--- config.mk ---
export PLATFORM = sky130hd
export DESIGN_NAME = wb_port_arbiter
export DESIGN_NICKNAME = d
export VERILOG_FILES = /design/src/rtl/wb_port_arbiter.sv
export SDC_FILE = /design/constraint.sdc
export NUM_CORES = 1
export LEC_CHECK = 0
export ABC_AREA = 0
export CAP_MARGIN = 5
export CORE_ASPECT_RATIO = 1.5
export CORE_MARGIN = 5
export CORE_UTILIZATION = 45
export DETAILED_ROUTE_END_ITERATION = 8
export DONT_BUFFER_PORTS = 1
export PLACE_DENSITY = 0.62
export SETUP_SLACK_MARGIN = 0.3
export SLEW_MARGIN = 10
export SYNTH_ARGS = -nofsm -noshare
export SYNTH_HDL_FRONTEND = slang
export SYNTH_SLANG_ARGS = --single-unit
--- constraint.sdc ---
create_clock -name clk -period 1.78 [get_ports clk]
set_input_delay 0.267 -clock clk [delete_from_list [all_inputs] [get_ports clk]]
set_output_delay 0.267 -clock clk [all_outputs]
set_load 0.01 [all_outputs]
--- src/rtl/wb_port_arbiter.sv ---
// Writeback port arbiter: maps ALU slots A/B and the load unit L onto the two
// write ports of the dual-write-data register file, with WAW and starvation handling.
module wb_port_arbiter #(
    parameter int NREG         = 8,
    parameter int DW           = 32,
    parameter int STARVE_LIMIT = 4
) (
    input  logic                      clk,
    input  logic                      reset,

    input  logic                      a_valid,
    input  logic [$clog2(NREG)-1:0]   a_dest,
    input  logic [DW-1:0]             a_data,

    input  logic                      b_valid,
    input  logic [$clog2(NREG)-1:0]   b_dest,
    input  logic [DW-1:0]             b_data,

    input  logic                      ld_valid,
    input  logic [$clog2(NREG)-1:0]   ld_dest,
    input  logic [DW-1:0]             ld_data,
    output logic                      ld_ready,
    output logic                      ld_squash,

    output logic                      regWrite1,
    output logic                      regWrite2,
    output logic [DW-1:0]             writeData_1,
    output logic [DW-1:0]             writeData_2,
    output logic [NREG-1:0]           dec_vec,
    output logic [NREG-1:0]           sel_vec,
    output logic                      stall_req,
    output logic                      err
);

    localparam int AW = $clog2(NREG);
    localparam int CW = $clog2(STARVE_LIMIT + 1);
    localparam logic [CW-1:0] LIMIT = CW'(STARVE_LIMIT);

    logic            we1_q, we1_d;
    logic            we2_q, we2_d;
    logic [DW-1:0]   wd1_q, wd1_d;
    logic [DW-1:0]   wd2_q, wd2_d;
    logic [NREG-1:0] dec_q, dec_d;
    logic [NREG-1:0] sel_q, sel_d;
    logic            squash_q, squash_d;
    logic            stall_q, stall_d;
    logic            err_q, err_d;
    logic [CW-1:0]   cnt_q, cnt_d;

    logic            a_gnt, b_gnt;
    logic            l_squash, l_gnt, l_p1, l_p2;
    logic [AW-1:0]   dest1, dest2;

    // Grant decisions; during a stall the ALU slots are shut out entirely.
    always_comb begin
        b_gnt    = b_valid && !stall_q;
        a_gnt    = a_valid && !stall_q && !(b_valid && (a_dest == b_dest));
        l_squash = ld_valid && ((a_gnt && (ld_dest == a_dest)) ||
                                (b_gnt && (ld_dest == b_dest)));
        l_gnt    = ld_valid && !l_squash && (!a_gnt || !b_valid);
        l_p1     = l_gnt && !a_gnt;
        l_p2     = l_gnt && a_gnt;
        // Acceptance is withheld under reset so a pending load is not lost.
        ld_ready = !reset && (l_gnt || l_squash);
    end

    always_comb begin
        we1_d = a_gnt || l_p1;
        we2_d = b_gnt || l_p2;
        wd1_d = '0;
        wd2_d = '0;
        dest1 = a_gnt ? a_dest : ld_dest;
        dest2 = b_gnt ? b_dest : ld_dest;
        if (a_gnt) begin
            wd1_d = a_data;
        end else if (l_p1) begin
            wd1_d = ld_data;
        end
        if (b_gnt) begin
            wd2_d = b_data;
        end else if (l_p2) begin
            wd2_d = ld_data;
        end
        dec_d = '0;
        sel_d = '0;
        if (we1_d) begin
            dec_d[dest1] = 1'b1;
        end
        if (we2_d) begin
            dec_d[dest2] = 1'b1;
            sel_d[dest2] = 1'b1;
        end
        squash_d = l_squash;
    end

    // Starvation tracking: stall is raised once the wait count reaches the limit.
    always_comb begin
        if (!ld_valid || ld_ready) begin
            cnt_d = '0;
        end else if (cnt_q < LIMIT) begin
            cnt_d = cnt_q + CW'(1);
        end else begin
            cnt_d = cnt_q;
        end
        stall_d = (cnt_d == LIMIT);
        err_d   = err_q || (stall_q && (a_valid || b_valid));
    end

    always_ff @(posedge clk) begin
        if (reset) begin
            we1_q    <= 1'b0;
            we2_q    <= 1'b0;
            wd1_q    <= '0;
            wd2_q    <= '0;
            dec_q    <= '0;
            sel_q    <= '0;
            squash_q <= 1'b0;
            stall_q  <= 1'b0;
            err_q    <= 1'b0;
            cnt_q    <= '0;
        end else begin
            we1_q    <= we1_d;
            we2_q    <= we2_d;
            wd1_q    <= wd1_d;
            wd2_q    <= wd2_d;
            dec_q    <= dec_d;
            sel_q    <= sel_d;
            squash_q <= squash_d;
            stall_q  <= stall_d;
            err_q    <= err_d;
            cnt_q    <= cnt_d;
        end
    end

    assign regWrite1   = we1_q;
    assign regWrite2   = we2_q;
    assign writeData_1 = wd1_q;
    assign writeData_2 = wd2_q;
    assign dec_vec     = dec_q;
    assign sel_vec     = sel_q;
    assign ld_squash   = squash_q;
    assign stall_req   = stall_q;
    assign err         = err_q;

endmodule

# Yosys cells after proc, flatten, opt, wreduce, memory -nomap -nowiden
# Index checks and enable logic that the tools add are counted.
# word_totals
ff_bits	88
inputBits	110
out_inout_bits	86
elab_cells	67
# op_classes
add_sub_neg	1
magnitude_cmp	5
n_eq_ne	4
mux	14
bitwise_logic	2
reduce_logical	31
# ops
cell	count
two-way mux 32 bit	4
two-way mux 8 bit	2
logical AND 1 bit	15
two-way mux 3 bit	4
equality test 3 bit	3
logical OR 1 bit	8
< comparator 3 x 4 -> 1 bit, second input constant	2
OR 8 bit	1
logical NOT 1 bit	7
demux 1 bit (select 3 bit)	2
greater-or-equal comparator 3 x 1 -> 1 bit, second input constant	2
adder 3 x 1 -> 3 bit, second input constant	1
equality test 3 bit, second input constant	1
< comparator 3 bit, second input constant	1
two-way mux 1 bit	2
OR reduction 2 bit	1
inverter 1 bit	1

# Longest topological paths before layout
# Gate-level depths: netlist of run 1.
# depth
ltp_word	15
ltp_mapped	6
mapped_depth_nobuf	4

# Worst setup path before layout of run 1
# OpenSTA, ideal clock, no wires.
# synth_path
path_kind	register -> output
startpoint	reg stall_q (netlist: stall_req)
endpoint	out ld_ready
arrival_time_ns	1.320
required_ns	1.513
path_slack_ns	0.193
path_stages_with_launch	6
n_path_buf	1
cell_sequence	dfxtp_1 > nand2b_1 > a41oi_1 > buf_4 > nand4_1 > nor2b_1
# synth_between
elab_chain_cells	11
elab_cells_between_ends	15
classes_between	reduce/logical: 15
# synth_lines
item	line_no	text
from (decl)	46	logic stall_q, stall_d;
from (signal assigned)	129	stall_q <= stall_d;
logical NOT 1 bit (*)	56, 57	
logical AND 1 bit (2 in series)	57	a_gnt = a_valid && !stall_q && !(b_valid && (a_dest == b_dest));
logical AND 1 bit	58	l_squash = ld_valid && ((a_gnt && (ld_dest == a_dest)) ||
logical OR 1 bit	58	
logical AND 1 bit	58	
logical NOT 1 bit	60	l_gnt = ld_valid && !l_squash && (!a_gnt || !b_valid);
logical AND 1 bit (2 in series)	60	
logical OR 1 bit (*)	64	ld_ready = !reset && (l_gnt || l_squash);
logical AND 1 bit (*)	64	
to (decl)	22	output logic ld_ready,
# Every way passes the cells marked *; elsewhere a longest branch is shown, timed or not.

# Worst setup path after layout of run 1
# layout_path
startpoint	reg stall_q (netlist: stall_req)
endpoint	reg wd2_q[11] (netlist: writeData_2[11])
# layout_between
elab_chain_cells	12
elab_cells_between_ends	16
classes_between	mux: 2; reduce/logical: 14
# layout_lines
item	line_no	text
logical NOT 1 bit (*)	56, 57	
logical AND 1 bit (2 in series)	57	
logical AND 1 bit	58	
logical OR 1 bit	58	
logical AND 1 bit	58	
logical NOT 1 bit	60	
logical AND 1 bit (2 in series)	60	
logical AND 1 bit	62	l_p2 = l_gnt && a_gnt;
two-way mux 32 bit	81	end else if (l_p2) begin
two-way mux 32 bit (*)	79	if (b_gnt) begin
to (signal assigned)	125	wd2_q <= wd2_d;
to (decl)	42	logic [DW-1:0] wd2_q, wd2_d;
# Marks and branches as above.
# A chain may end at the register's enable or synchronous reset.

==> results of run 1 <==
## synthesized netlist by cell type (all sizes together), types with 2 or more instances
master and number:
dfxtp 88, nor2 47, a22oi 33, a22o 32, buf 12, clkbuf 10
xnor2 9, nor2b 8, mux2i 6, o22ai 6, a21oi 5, nand2 5
nor3 5, nand2b 4, a21o 3, a41oi 3, nand3 3, nand3b 3
nand4 3, inv 2, nor3b 2, o32ai 2
## state kept, by name, indices dropped and copies added, names as in the netlist
name	count
cnt_q	3
dec_vec	8
err	1
ld_squash	1
regWrite1	1
regWrite2	1
sel_vec	8
stall_req	1
writeData_1	32
writeData_2	32
## area by class of cell
type	instances	area (um2)
fillers	547	2760
flip-flops and latches	88	1770
multi-input cells	187	1570
repair buffers	35	447
clock buffers	10	138
well taps	78	97.6
clock inverters	6	68.8
inverters	2	7.51
## placed cells by master (no fill, tap or decap), types with 4 or more instances in the layout
cell type and instances:
a21oi_1 4, a22o_1 32, a22oi_2 32, buf_12 7, buf_4 17, clkbuf_8 10
dfxtp_1 87, dlygate4sd3_1 4, mux2i_1 6, nand2_1 5, nor2_1 42, nor2b_1 5
xnor2_1 8
## power groups by stage
stage	combinational (mW)	sequential, mW	clock, mW
floorplan	0.265	2.20	0
global placement	0.323	2.23	0
detailed placement	0.330	2.23	0
CTS	0.384	2.18	1.42
global route	0.515	2.18	1.53
finish	0.476	2.18	1.39
## cells by family after synthesis
family	synth area share (%)
AO/OA/AOI/OAI	22.9
XOR/XNOR	2.79
adder cells (fa/ha/maj)	0.398
buffers and inverters	3.39
flip-flops	56.1
multiplexers	2.27
AND/OR/NAND/NOR	12.1
## metal layers
metal / track usage, % / routed length [um] / vias to the layer above
met3: 10.0 / 971 / 26
met4: 10.0 / 331 / 0
met2: 36.8 / 5210 / 146
met1: 21.1 / 3290 / 1221
li1: - / - / 1136
met5: 0 / 0 / -
## metrics by stage
stage,utilization (%),setup slack (ns)
5_1_grt,59.7,0.00614
4_1_cts,53.9,0.0496
2_1_floorplan,-,0.295
3_5_place_dp,48.4,0.167
6_report,59.7,0.0852
3_3_place_gp,48.4,0.209
## timing repair
item | CTS | global route
pin swaps | 4 | 42
buffers inserted | 8 | 7
hold buffers | 2 | 3
endpoints found under the setup margin | 36 | 81
gates resized for setup | 4 | 51
cloned | 2 | 2
hold endpoints to repair | 38 | 3
## final timing paths
path | start | to | slack, ns
max | stall_req$_SDFF_PP0_ | writeData_2[11]$_SDFF_PP0_ | 0.09
min | ld_data[28] | writeData_1[28]$_SDFF_PP0_ | 0.04
max reg2reg | stall_req$_SDFF_PP0_ | writeData_2[11]$_SDFF_PP0_ | 0.09
min reg2reg | err$_SDFF_PP0_ | err$_SDFF_PP0_ | 0.51
==> results_dict.tcl, run 1 <==
set metrics [dict create \
    setup_tns_ns 0 \
    cpPeakStageDelay_ns 0.37 \
    hold_viol_final 0 \
    clock_skew_ns 0.00709 \
    synth_ff_type "dfxtp_1" \
    start_util_pct 45.8 \
    worst_hold_slack_ns 0.0358 \
    ys_async_sr_fraction_pct 0 \
    cp_slowest_cell "dfxtp_4" \
    min_path_cells 1 \
    critPathBufInv 5 \
    combPwrFrac_pct 11.8 \
    worstPathCellList "nand2b_4, buf_4, buf_4, a311oi_4, buf_6, buf_12, clkbuf_16, a22oi_2, nor2_1" \
    die_x_um 78.2 \
    placementRows 37 \
    wl_per_cell_um 24.2 \
    grt_use_total_pct 21.2 \
    synth-edff-count 0 \
    required_ns 2.06 \
    dr.pass1.iters 4 \
    finalMaxSlewViolations 0 \
    power_leakage_nw 1.51 \
    drc 0 \
    dr.first_iter.drc_count 98 \
    synth_cell_types 35 \
    synth_area_leader_cell "dfxtp_1" \
    cp-end-kind "flop" \
    num-nets-final 434 \
    overflow 0 \
    routed_via_density 6.23 \
    cts.path.max_buffers 2 \
    worstSetupPathType "flop to flop" \
    arrival_ns 1.98 \
    hold_class "input port to flop" \
    cts_tree "yes" \
    synth_nets 410 \
    path_clk_slew_ns 0.09 \
    cp_max_fo 8 \
    max_freq_ghz 0.590 \
    max-cap-violations 0 \
    vias 2529 \
    critPathLaunchType "flop" \
    cp_num_cells 9 \
    p_total_mw 4.04 \
    synth_top_area_share_pct 56.1 \
    coreArea_mm2 0.00685 \
    yosysSeqAreaShare_pct 56.1 \
    timing.final.crit_share_pct 95.2 \
    syn-cell-area_mm2 0.00314 \
    vdd_drop_max_mv 0.456 \
    area_delta_synth_final_pct 30.3 \
    status "complete, no violations" \
    reg2regPathDepth 9 \
    clkPwrFrac_pct 34.4 \
    placed_cells 366 \
    antenna_found_initial 0 \
    final_design_area_no_fill_mm2 0.00409 \
    ant_nets 0 \
    cts_made_buffers 9 \
    grt_max_degree 38 \
    htreeDepth 3 \
    grt_pass1_vias 2559 \
    antenna_cells 0 \
    crit_family "buffers and inverters" \
    tightest_slew_ns 0.558 \
    crit_path_frequent_cell "buf_4" \
    grt_setup_unrepaired "true" \
    powerDensity_mw_per_mm2 987 \
    dp_hpwl_um 6520 \
    numPortBuffers 0 \
    die_y_um 112 \
    clock_sinks 88 \
    ys_top_cells_by_area "dfxtp_1 (56%), a22o_1 (8.9%), a22oi_1 (7.6%)" \
    pin_count 196 \
    fin_crit_ns 1.69 \
    dieArea_mm2 0.00878 \
    p_seq_share_pct 53.8 \
    slew-limit-headroom_pct 62.8 \
    power.internal_mw 3.01 \
    yosys_warnings 0 \
    insertion_delay_ns 0.35 \
    syn_inst 299 \
    place_area_mm2 0.00332 \
    power_switching_mw 1.03 \
    gp_congestion 0.806 \
    drive_gt1_share_pct 31.4 \
    grt_pass1_wl_um 14200 \
    setup_viol 0 \
    wirelength_um 9810 \
    clk_root_buffer_cell "clkbuf_8" \
    synth_seq_cells 88 \
    layoutNonFillerInstCount 406 \
    post_synth.cell_area_avg_um2 10.5 \
    swShare_pct 25.4 \
]
Note: power is estimated with default switching activity, not from simulation.
==> run 2: changes to the inputs <==
- PLACE_DENSITY: 0.62 -> 0.71
- SETUP_SLACK_MARGIN: 0.3 -> unset
==> results_dict.tcl, run 2 (synthesis results as in run 1) <==
set metrics [dict create \
    worst_hold_slack_ns 0.0447 \
    vdd_drop_max_mv 0.668 \
    die_y_um 112 \
    fill_cells 614 \
    layoutNonFillerInstCount 387 \
    gp_congestion 0.860 \
    drc 0 \
    power.internal_mw 2.97 \
    dr.pass1.iters 4 \
    num-nets-final 415 \
    p_seq_share_pct 55.0 \
    hold_viol_final 0 \
    placed_cells 366 \
    grt_pass1_vias 2497 \
    cp-end-kind "primary output" \
    dr_wl_met2_um 4870 \
    grt_use_total_pct 21.0 \
    vias 2442 \
    dieArea_mm2 0.00878 \
    cts.path.max_buffers 2 \
    clock_sinks 88 \
    dr.first_iter.drc_count 157 \
    cts_made_buffers 9 \
    finalMaxSlewViolations 0 \
    setup_viol 0 \
    insertion_delay_ns 0.34 \
    routed_via_density 6.31 \
    p_total_mw 3.96 \
    start_util_pct 45.8 \
    swShare_pct 25.0 \
    coreArea_mm2 0.00685 \
    clock_skew_ns 0.00482 \
    tightest_slew_ns 0.419 \
    htreeDepth 3 \
    place_area_mm2 0.00326 \
    clkPwrFrac_pct 36.1 \
    critPathLaunchType "flop" \
    overflow 0 \
    final_common_cell "dfxtp_1" \
    cp_max_fo 4 \
    final_cell_mix "dfxtp_1 (88), nor2_1 (47), a22o_1 (32), a22oi_1 (32), buf_4 (12)" \
    clk_root_buffer_cell "clkbuf_8" \
    drive_gt1_share_pct 14.6 \
    wl_met3_um 1040 \
    power_leakage_nw 1.35 \
    area_delta_synth_final_pct 13.5 \
    combPwrFrac_pct 9.0 \
    dp_hpwl_um 6830 \
    ant_nets 0 \
    powerDensity_mw_per_mm2 1110 \
    max_freq_ghz 0.571 \
    arrival_ns 1.48 \
    status "complete, no violations" \
    path_clk_slew_ns 0.09 \
    dr.max_layer_used "met4" \
    hold_class "input port to flop" \
    final_design_area_no_fill_mm2 0.00357 \
    required_ns 1.51 \
    max-cap-violations 0 \
    grt_pass1_wl_um 14100 \
    timing.final.crit_share_pct 98.3 \
    numPortBuffers 0 \
    die_x_um 78.2 \
    setup_tns_ns 0 \
    cts_tree "yes" \
    m1WireLength_um 3190 \
    pin_count 196 \
    slew-limit-headroom_pct 72.1 \
    placementRows 37 \
    antenna_found_initial 0 \
    worstSetupPathType "flop to primary output" \
    grt_max_degree 38 \
    wl_per_cell_um 24.2 \
    power_switching_mw 0.990 \
    fin_crit_ns 1.75 \
    wirelength_um 9360 \
    antenna_cells 0 \
]
run 2: cell count changes in the layout (fill, tap and decap cells not counted), moves of 3 or more:
cell           delta
o22ai_1           +3
o22ai_2           -3
nor2_1            +5
dlygate4sd3_1     -3
buf_6             -3
buf_12            -4
a22oi_1          +31
nor2_2            -3
a22oi_2          -31
buf_4             -5
run 2: final timing paths:
check,from,end,slack [ns],cells after the start
max,stall_req$_SDFF_PP0_,ld_ready,0.03,5
min,ld_data[6],writeData_1[6]$_SDFF_PP0_,0.04,1
max reg2reg,stall_req$_SDFF_PP0_,writeData_1[13]$_SDFF_PP0_,0.15,7
min reg2reg,err$_SDFF_PP0_,err$_SDFF_PP0_,0.51,2
run 2: layout make-up:
cell class	instances	area, um2	area share (%)
well taps	78	97.6	2.74
multi-input cells	187	1330	37.2
clock inverters	5	62.6	1.75
repair buffers	16	160	4.49
inverters	2	7.51	0.211
flip-flops and latches	88	1760	49.4
clock buffers	11	151	4.25
run 2: through the flow:
| stage | util, % | setup slack [ns] |
|---|---|---|
| 2_1_floorplan | - | 0.193 |
| 4_1_cts | 51.5 | 0.0208 |
| 6_report | 52.0 | 0.0295 |
| 3_5_place_dp | 47.6 | 0.0382 |
| 3_3_place_gp | 47.6 | 0.148 |
| 5_1_grt | 52.0 | -0.0477 |
run 2: timing repair:
action                     in CTS  in global routing
pin swaps                       1                  1
hold endpoints to repair       38                  0
hold buffers                    2                  0
setup buffers                   1                  2
resized for setup               3                  4
setup endpoints to repair       1                  6
run 2: metal layers:
layer	GRT usage, %	vias up
met4	10.0	0
met2	35.6	149
met3	9.95	20
met1	21.6	1177
li1	-	1096
met5	0	-
run 2: power groups by stage:
stage / Sequential [mW] / Clock [mW] / Combinational, mW
floorplan: 2.20 / 0 / 0.258
detailed placement: 2.23 / 0 / 0.315
finish: 2.18 / 1.43 / 0.355
CTS: 2.18 / 1.47 / 0.344
global route: 2.19 / 1.56 / 0.393
global placement: 2.22 / 0 / 0.307
run 2: worst max-delay path, cell delays in order (launching register included):
cell and delay [ns]:
dfxtp_1 0.33, buf_4 0.17, nor2b_4 0.11, nand4_1 0.17, nand4_1 0.18, nor2b_4 0.19
==> run 3: changes to the inputs <==
- CELL_PAD_IN_SITES_DETAIL_PLACEMENT: unset -> 0
- CELL_PAD_IN_SITES_GLOBAL_PLACEMENT: unset -> 1
- CORE_UTILIZATION: 45 -> 44
- PLACE_DENSITY: 0.71 -> 0.88
==> results_dict.tcl, run 3 (synthesis results as in run 1) <==
set metrics [dict create \
    status "complete, no violations" \
    critPathLaunchType "flop" \
    dp_hpwl_um 6650 \
    rr_endpoint "stall_req$_SDFF_PP0_" \
    crit_path_end "ld_ready" \
    tightest_slew_ns 0.445 \
    post-place-ws_ns 0.195 \
    reg2reg_slack_ns 0.13 \
    grt_pass1_vias 2478 \
    grt_pass1_wl_um 13600 \
    antenna_cells 0 \
    num-nets-final 416 \
    dr.first_iter.drc_count 143 \
    cp-end-kind "primary output" \
    max_freq_ghz 0.594 \
    clk_root_buffer_cell "clkbuf_8" \
    setup_tns_ns 0 \
    cp_num_cells 4 \
    layoutNonFillerInstCount 388 \
    cts.path.max_buffers 2 \
    max-cap-violations 0 \
    insertion_delay_ns 0.34 \
    p_seq_share_pct 58.4 \
    setup_slack_ns 0.0971 \
    grtUsageMet2_pct 34.3 \
    reg2regPathDepth 6 \
    overflow 0 \
    hp-start "reset" \
    worstSetupPathType "flop to primary output" \
    grtUsageMet1_pct 19.2 \
    clock_skew_ns 0.00653 \
    numPortBuffers 0 \
    arrival_ns 1.42 \
    area_delta_synth_final_pct 11.8 \
    grt.busiest_layer "met2" \
    startpoint "stall_req$_SDFF_PP0_" \
    r2r_start "stall_req$_SDFF_PP0_" \
    powerDensity_mw_per_mm2 1060 \
    wirelength_um 8920 \
    cp_max_fo 3 \
    setup_viol 0 \
    fill_cells 628 \
    critPathBufInv 0 \
    pin_count 196 \
    dr.pass1.iters 5 \
    final_cell_mix "dfxtp_1 (88), nor2_1 (47), a22o_1 (32), a22oi_1 (32), buf_4 (13)" \
    htreeDepth 3 \
    start_util_pct 45.5 \
    required_ns 1.51 \
    vias 2396 \
    antenna_found_initial 0 \
    die_x_um 79.0 \
    drc 0 \
    cts_tree "yes" \
    final_common_cell "dfxtp_1" \
    grt_max_degree 38 \
    cts_made_buffers 9 \
    cpPeakStageDelay_ns 0.31 \
    grtUsageMet3_pct 9.32 \
    wl_per_cell_um 23.0 \
    cp_slowest_cell "dfxtp_1" \
    multi_input_area_mm2 0.00130 \
    combPwrFrac_pct 9.2 \
    hold_class "input port to flop" \
    crit_family "simple AND/OR/NAND/NOR gates" \
    swShare_pct 25.2 \
    hold_viol_final 0 \
    grt_use_total_pct 19.5 \
    vdd_drop_max_mv 0.515 \
    clock_sinks 88 \
    seqCellArea_mm2 0.00176 \
    min_path_cells 1 \
    die_y_um 113 \
    timing.final.crit_share_pct 94.5 \
    clkPwrFrac_pct 32.4 \
    power_leakage_nw 1.34 \
    routed_via_density 6.18 \
    fin_crit_ns 1.68 \
    grt_setup_unrepaired "false" \
    power.internal_mw 2.79 \
    path_clk_slew_ns 0.08 \
    slew-limit-headroom_pct 70.4 \
    ant_nets 0 \
    dieArea_mm2 0.00896 \
    drive_gt1_share_pct 13.2 \
    gp_congestion 0.759 \
    power_switching_mw 0.937 \
    utilization_pct 50.9 \
    placed_cells 367 \
    coreArea_mm2 0.00690 \
    placementRows 37 \
    finalMaxSlewViolations 0 \
    worstPathCellList "nand2b_1, a41oi_2, nand4_1, nor2b_4" \
]
==> run 3: what timing repair did <==
| action | in CTS | in global routing |
|---|---|---|
| pin swaps | 0 | 1 |
| setup endpoints to repair | 1 | 1 |
| hold endpoints to repair | 38 | 0 |
| setup buffers | 1 | 2 |
| gates resized for setup | 2 | 1 |
| hold buffers | 2 | 0 |
==> run 3: cell type report <==
type,instances,share of cell area (%)
Clock buffer,12,4.13
Clock inverter,4,0.819
Inverter,2,0.214
Multi-Input combinational cell,187,37.1
Sequential cell,88,50.2
Tap cell,78,2.78
Timing Repair Buffer,17,4.77
==> run 3: worst register-to-register path, delay by kind of cell (launching register included) <==
family          cells  cell delay, ns
compound gates      2            0.55
simple gates        2            0.37
flops               1            0.31
buf+inv             2            0.30
==> run 3: routing by layer <==
| layer | routed length (um) | up-vias |
|---|---|---|
| li1 | - | 1094 |
| met1 | 2840 | 1133 |
| met2 | 4810 | 158 |
| met3 | 1140 | 11 |
| met4 | 135 | 0 |
| met5 | 0 | - |
==> run 3: power groups by stage <==
stage | clock network [mW] | registers (mW) | logic (mW)
6_report | 1.21 | 2.18 | 0.344
5_1_grt | 1.34 | 2.18 | 0.379
4_1_cts | 1.25 | 2.18 | 0.339
3_5_place_dp | 0 | 2.22 | 0.314
3_3_place_gp | 0 | 2.22 | 0.303
2_1_floorplan | 0 | 2.20 | 0.258
==> run 3: per-stage QoR <==
| stage | cell area, um2 | hold slack [ns] | total power, mW |
|---|---|---|---|
| 6_report | 3510 | 0.0419 | 3.73 |
| 5_1_grt | 3510 | 0.00636 | 3.90 |
| 4_1_cts | 3490 | 0.0116 | 3.77 |
| 3_5_place_dp | 3270 | 0.343 | 2.54 |
| 3_3_place_gp | 3270 | 0.340 | 2.53 |
| 2_1_floorplan | 3140 | 0.363 | 2.46 |
==> run 3: worst min-delay path by stage <==
stage                                  to  slack [ns]
2_1_floorplan        stall_req$_SDFF_PP0_        0.36
5_1_grt        writeData_1[15]$_SDFF_PP0_       0.006
3_3_place_gp               err$_SDFF_PP0_        0.34
6_report            dec_vec[1]$_SDFF_PP0_        0.04
3_5_place_dp               err$_SDFF_PP0_        0.34
4_1_cts             dec_vec[1]$_SDFF_PP0_        0.01
